**src/rtl/sevseg_scan_ctrl.sv**
```systemverilog
// Eight-digit multiplexed seven-segment scanner with a Wishbone slave.
// Blanking between digits avoids ghosting; all display outputs are registered.
module sevseg_scan_ctrl #(
  parameter logic [15:0] PRESCALE_RST = 16'd6250,
  parameter logic [7:0]  BLANK_CYCLES = 8'd16
) (
  input  logic        clk,
  input  logic        rst,
  input  logic [3:0]  wb_adr_i,
  input  logic [31:0] wb_dat_i,
  input  logic [3:0]  wb_sel_i,
  input  logic        wb_we_i,
  input  logic        wb_cyc_i,
  input  logic        wb_stb_i,
  output logic [31:0] wb_dat_o,
  output logic        wb_ack_o,
  output logic [7:0]  o_an,
  output logic [6:0]  o_seg,
  output logic        o_frame
);

  typedef enum logic {
    ST_BLANK   = 1'b0,
    ST_DISPLAY = 1'b1
  } state_t;

  state_t      r_state;
  logic [15:0] r_cnt;
  logic [2:0]  r_idx;
  logic [31:0] r_digits;
  logic [7:0]  r_enable;
  logic [15:0] r_prescale;
  logic        r_ack;
  logic [31:0] r_dat;
  logic [7:0]  r_an;
  logic [6:0]  r_seg;
  logic        r_frame;

  state_t      w_state_nxt;
  logic [15:0] w_cnt_nxt;
  logic [2:0]  w_idx_nxt;
  logic        w_frame_nxt;
  logic [7:0]  w_an_nxt;
  logic [6:0]  w_seg_nxt;
  logic [3:0]  w_nib;
  logic [15:0] w_ps_eff;
  logic        w_blank_done;
  logic        w_disp_done;
  logic        w_req;
  logic        w_wr;
  logic [31:0] w_rdata;
  logic        w_unused;

  assign w_unused = ^wb_adr_i[1:0];

  function automatic logic [6:0] f_dec(input logic [3:0] v);
    logic [6:0] s;
    case (v)
      4'h0:    s = 7'b0000001;
      4'h1:    s = 7'b1001111;
      4'h2:    s = 7'b0010010;
      4'h3:    s = 7'b0000110;
      4'h4:    s = 7'b1001100;
      4'h5:    s = 7'b0100100;
      4'h6:    s = 7'b0100000;
      4'h7:    s = 7'b0001111;
      4'h8:    s = 7'b0000000;
      4'h9:    s = 7'b0000100;
      4'hA:    s = 7'b0001000;
      4'hB:    s = 7'b1100000;
      4'hC:    s = 7'b0110001;
      4'hD:    s = 7'b1000010;
      4'hE:    s = 7'b0110000;
      default: s = 7'b0111000;
    endcase
    return s;
  endfunction

  // A zero prescale would never satisfy the compare sensibly; run it as 1.
  assign w_ps_eff = (r_prescale == 16'd0) ? 16'd1 : r_prescale;
  assign w_blank_done = (BLANK_CYCLES == 8'd0) ||
                        (r_cnt >= ({8'd0, BLANK_CYCLES} - 16'd1));
  assign w_disp_done = (r_cnt >= (w_ps_eff - 16'd1));
  assign w_nib = r_digits[{w_idx_nxt, 2'b00} +: 4];

  // Next state, counter, index and the values the output registers take.
  always_comb begin
    w_state_nxt = r_state;
    w_cnt_nxt   = r_cnt + 16'd1;
    w_idx_nxt   = r_idx;
    w_frame_nxt = 1'b0;
    w_an_nxt    = 8'hFF;
    w_seg_nxt   = 7'h7F;
    unique case (r_state)
      ST_BLANK: begin
        if (w_blank_done) begin
          w_state_nxt = ST_DISPLAY;
          w_cnt_nxt   = 16'd0;
        end
      end
      ST_DISPLAY: begin
        if (w_disp_done) begin
          w_idx_nxt   = r_idx + 3'd1;
          w_cnt_nxt   = 16'd0;
          w_frame_nxt = (r_idx == 3'd7);
          w_state_nxt = (BLANK_CYCLES == 8'd0) ? ST_DISPLAY : ST_BLANK;
        end
      end
      default: ;
    endcase
    if (w_state_nxt == ST_DISPLAY) begin
      w_an_nxt  = ~({7'd0, r_enable[w_idx_nxt]} << w_idx_nxt);
      w_seg_nxt = f_dec(w_nib);
    end
  end

  // Scan state register and registered display outputs.
  always_ff @(posedge clk) begin
    if (rst) begin
      r_state <= ST_BLANK;
      r_cnt   <= 16'd0;
      r_idx   <= 3'd0;
      r_an    <= 8'hFF;
      r_seg   <= 7'h7F;
      r_frame <= 1'b0;
    end else begin
      r_state <= w_state_nxt;
      r_cnt   <= w_cnt_nxt;
      r_idx   <= w_idx_nxt;
      r_an    <= w_an_nxt;
      r_seg   <= w_seg_nxt;
      r_frame <= w_frame_nxt;
    end
  end

  assign w_req = wb_cyc_i & wb_stb_i & ~r_ack;
  assign w_wr  = w_req & wb_we_i;

  // Register read mux; STATUS reports the live scan position.
  always_comb begin
    w_rdata = 32'd0;
    unique case (wb_adr_i[3:2])
      2'd0: w_rdata = r_digits;
      2'd1: w_rdata = {24'd0, r_enable};
      2'd2: w_rdata = {16'd0, r_prescale};
      2'd3: w_rdata = {28'd0, r_idx, r_state == ST_DISPLAY};
      default: ;
    endcase
  end

  // Single-cycle ack with byte-lane writes landing on the ack edge.
  always_ff @(posedge clk) begin
    if (rst) begin
      r_ack      <= 1'b0;
      r_dat      <= 32'd0;
      r_digits   <= 32'd0;
      r_enable   <= 8'hFF;
      r_prescale <= PRESCALE_RST;
    end else begin
      r_ack <= w_req;
      r_dat <= w_req ? w_rdata : 32'd0;
      if (w_wr) begin
        unique case (wb_adr_i[3:2])
          2'd0: begin
            for (int b = 0; b < 4; b++)
              if (wb_sel_i[b])
                r_digits[8*b +: 8] <= wb_dat_i[8*b +: 8];
          end
          2'd1: begin
            if (wb_sel_i[0]) r_enable <= wb_dat_i[7:0];
          end
          2'd2: begin
            if (wb_sel_i[0]) r_prescale[7:0]  <= wb_dat_i[7:0];
            if (wb_sel_i[1]) r_prescale[15:8] <= wb_dat_i[15:8];
          end
          default: ;
        endcase
      end
    end
  end

  assign wb_ack_o = r_ack;
  assign wb_dat_o = r_dat;
  assign o_an     = r_an;
  assign o_seg    = r_seg;
  assign o_frame  = r_frame;

endmodule

```
**config.mk**
```make
export PLATFORM = sky130hd
export DESIGN_NAME = sevseg_scan_ctrl
export DESIGN_NICKNAME = d
export VERILOG_FILES = /design/src/rtl/sevseg_scan_ctrl.sv
export SDC_FILE = /design/constraint.sdc
export NUM_CORES = 1
export LEC_CHECK = 0
export CAP_MARGIN = 20
export CORE_MARGIN = 2
export CORE_UTILIZATION = 30
export CTS_CLUSTER_SIZE = 12
export DETAILED_ROUTE_END_ITERATION = 12
export GPL_TIMING_DRIVEN = 0
export SYNTH_ARGS = -nofsm -noshare
export SYNTH_HDL_FRONTEND = slang
export SYNTH_SLANG_ARGS = --single-unit
```
**constraint.sdc**
```tcl
create_clock -name clk -period 6.4 [get_ports clk]
set_input_delay 1.92 -clock clk [delete_from_list [all_inputs] [get_ports clk]]
set_output_delay 1.92 -clock clk [all_outputs]
set_load 0.005 [all_outputs]
```
==> results.py <==
metrics = {
    "detailed_routing": {
        "routed-via-count": 4807,
        "ant_nets": 0,
        "vias_per_cell": 4.80,
        "drt_iter0_drc": 333,
        "drc": 0,
        "post_drt_wl_per_cell_um": 15.7,
        "drt_wl_total_um": 15700,
        "dr.pass1.iters": 6,
    },
    "placed_design": {
        "dp_slack_ns": 0.146,
        "hpwl_um": 12000,
        "placed_area_um2": 7010,
        "dp_cells": 970,
        "gp_congestion": 0.808,
        "io_buffer_count": 90,
    },
    "timing": {
        "fmaxAchievable_mhz": 169,
        "finalCriticalPeriod_ns": 5.92,
        "min_period_over_period": 0.924,
        "setup-violations-final": 0,
        "tightest_slew_ns": 0.790,
        "layout_setup_ws_ns": 0.485,
        "rsz0062_at_grt": "false",
        "hold_slack_ns": 0.416,
        "slew_violations": 0,
        "fin_skew_ns": 0.0187,
        "hold_violations": 0,
        "tns_ns": 0,
        "max_slew_margin": 0.474,
    },
    "final_layout": {
        "final_common_cell": "dfxtp_1",
        "fin_cells": 1002,
        "nFillCells": 1873,
        "final_area_um2": 7680,
        "final_cell_mix": "dfxtp_1 (125), nor2_1 (118), clkdlybuf4s50_1 (90), mux2i_1 (53)",
        "areaGrowthSynthToFinish_pct": 32.8,
        "drive_above_1_share": 0.0701,
        "fin_nets": 801,
        "n_antenna_cell": 0,
    },
    "setup_path": {
        "critical_path_arrival_ns": 6.20,
        "slowest_delay_ns": 0.49,
        "criticalPathCategory": "flop to flop",
        "cp-start-kind": "flop",
        "path_cells": "nor3_1 > nand2b_1 > nor4_2 > a41oi_1 > and3_1 > nand2_1 > nor3_1 > xnor2_1 > ha_1 > a211o_1 > a21oi_1 > o21ai_1 > o31ai_4 > mux2i_1 > buf_6 > o221ai_1 > o22ai_2 > inv_1 > ha_1 > inv_1 > nor2_1 > a2111oi_0 > a31oi_1",
        "cp-end-kind": "flop",
        "crit_fanout": 10,
        "cp_slowest_cell": "mux2i_1",
        "cp_top_family": "compound AO/OA/AOI/OAI gates",
        "path_buf_inv": 3,
        "worstPathRequired_ns": 6.68,
    },
    "power_and_ir_drop": {
        "peakVddDrop_mv": 0.177,
        "p_switching_mw": 0.396,
        "p_int_mw": 1.53,
        "power_density_nw_per_um2": 251,
        "power_frac_comb": 0.045,
        "p_leak_nw": 3.15,
        "pwr-share-seq": 0.411,
        "switching_share": 0.206,
        "p_clk_frac": 0.544,
    },
    "clocking": {
        "cts_sinks": 125,
        "clkLatencyLatePin_ns": 0.43,
        "h-tree-depth": 4,
        "clockRootBuffer": "clkbuf_16",
        "cts_buffer_depth": 2,
        "holdBufCountCts": 0,
        "cts_tree": "done",
        "clk_pin_slew_ns": 0.06,
        "cts_made_buffers": 17,
    },
    "die": {
        "fp-row-count": 50,
        "dieArea_um2": 20400,
        "die_x_um": 143,
        "boundaryPins": 94,
        "core_area_um2": 18800,
        "initial_core_util": 0.307,
        "die_h_um": 143,
    },
    "grt": {
        "antenna_found_initial": 0,
        "first_global_vias": 4632,
        "grt_pass1_wl_um": 24800,
        "grt_usage": 0.159,
        "grt-ovfl-total": 0,
        "grt_max_degree": 17,
    },
    "status": {
        "status": "complete, no violations",
    },
    "flow_run": {
        "drv_cap": 0,
    },
    "synthesis": {
        "ys_seq_elements": 125,
        "ys_seq_area_frac": 0.433,
        "syn_area_um2": 5780,
        "synth-edff-count": 0,
        "syn_inst": 620,
        "synth_nets": 691,
        "ys_types": 60,
        "yosys_warnings": 0,
        "synthArstFlopShare": 0,
        "syn_avg_cell_area_um2": 9.32,
        "synthFlopType": "dfxtp_1",
    },
    "min_path": {
        "holdCritPathClass": "flop to flop",
    },
}
## layout make-up
class,instances,area [µm²],share of cell area
timing repair buffer,91,908,0.118
tap,260,325,0.0424
inverter,26,97.6,0.0127
multi-input combinational,442,3080,0.402
sequential,125,2500,0.326
clock buffer,21,450,0.0587
buffer,27,120,0.0156
clock inverter,10,188,0.0244
## synthesized netlist by cell type (6+ instances only)
cell | count | area share
nand3_1 | 17 | 0.015
o221ai_1 | 7 | 0.011
nor2b_1 | 13 | 0.014
nor3_1 | 10 | 0.0087
nor2_1 | 118 | 0.077
ha_1 | 26 | 0.056
and3_1 | 10 | 0.011
a211o_1 | 15 | 0.023
xnor2_1 | 20 | 0.030
dfxtp_1 | 125 | 0.43
a21oi_1 | 19 | 0.016
clkbuf_1 | 22 | 0.014
inv_1 | 26 | 0.017
mux2i_1 | 53 | 0.092
nand4_1 | 6 | 0.0065
nor4_1 | 7 | 0.0076
o21ai_0 | 6 | 0.0052
nand2_1 | 21 | 0.014
and2_1 | 20 | 0.022
xor2_1 | 9 | 0.014
## power by group through the flow
stage	logic, mW	registers, mW	clock network, mW
after CTS	0.0868	0.791	1.06
after floorplan	0.0390	0.806	0
final	0.0868	0.792	1.05
after global routing	0.0944	0.792	1.10
after detailed placement	0.0857	0.808	0
after global placement	0.0862	0.808	0
## state kept, by name, summed over array words and instances (netlist names)
signal      flops
o_an            8
r_idx           3
wb_ack_o        1
r_enable        8
o_seg           7
r_cnt          16
r_prescale     16
wb_dat_o       32
r_state         1
r_digits       32
o_frame         1
## worst paths after layout
| kind | from | endpoint | slack [ns] | depth (start not counted) |
|---|---|---|---|---|
| hold / removal | r_enable[6]$_SDFFE_PP1P_ | o_an[6]$_SDFF_PP1_ | 0.42 | 1 |
| setup / recovery | r_prescale[4]$_SDFFE_PP0P_ | o_seg[3]$_SDFF_PP1_ | 0.48 | 23 |
| hold reg to reg | r_enable[6]$_SDFFE_PP1P_ | o_an[6]$_SDFF_PP1_ | 0.42 | 1 |
| setup reg to reg | r_prescale[4]$_SDFFE_PP0P_ | o_seg[3]$_SDFF_PP1_ | 0.48 | 23 |
## worst reg2reg max path, stage by stage, from the launching register on
cell       delay [ns]
dfxtp_1          0.36
nor3_1           0.25
nand2b_1         0.19
nor4_2           0.34
a41oi_1          0.29
and3_1           0.33
nand2_1          0.14
nor3_1           0.07
xnor2_1          0.14
ha_1             0.29
a211o_1          0.30
a21oi_1          0.18
o21ai_1          0.20
o31ai_4          0.45
mux2i_1          0.49
buf_6            0.24
o221ai_1         0.16
o22ai_2          0.31
inv_1            0.12
ha_1             0.24
inv_1            0.10
nor2_1           0.05
a2111oi_0        0.44
a31oi_1          0.11
## per-layer routing
metal,track usage,vias up,part of all wire
li1,-,2393,-
met1,0.219,2254,0.49
met2,0.248,145,0.44
met3,0.0369,15,0.060
met4,0.0485,0,0.012
met5,0,-,0
## logic make-up (layout without fill, tap and decap cells)
| logic type | Yosys count | after routing | share of synthesized area |
|---|---|---|---|
| buffers and inverters | 53 | 175 | 0.0377 |
| DFF | 125 | 125 | 0.433 |
| muxes | 60 | 60 | 0.116 |
| AOI/OAI and AO/OA | 84 | 84 | 0.112 |
| adders and majority gates | 26 | 26 | 0.0563 |
| and+or+nand+nor | 243 | 243 | 0.202 |
| xor gates and xnor gates | 29 | 29 | 0.0439 |
## through the flow
stage          utilization  total power [mW]
2_1_floorplan            -             0.845
3_3_place_gp         0.372             0.894
3_5_place_dp         0.372             0.894
4_1_cts              0.406              1.94
5_1_grt              0.408              1.98
6_report             0.408              1.93
## repair_timing
item	4_1_cts	5_1_grt
endpoints found under the setup margin	0	6
setup buffers	0	0
gates resized for setup	0	5
(Power assumes the default switching activity.)
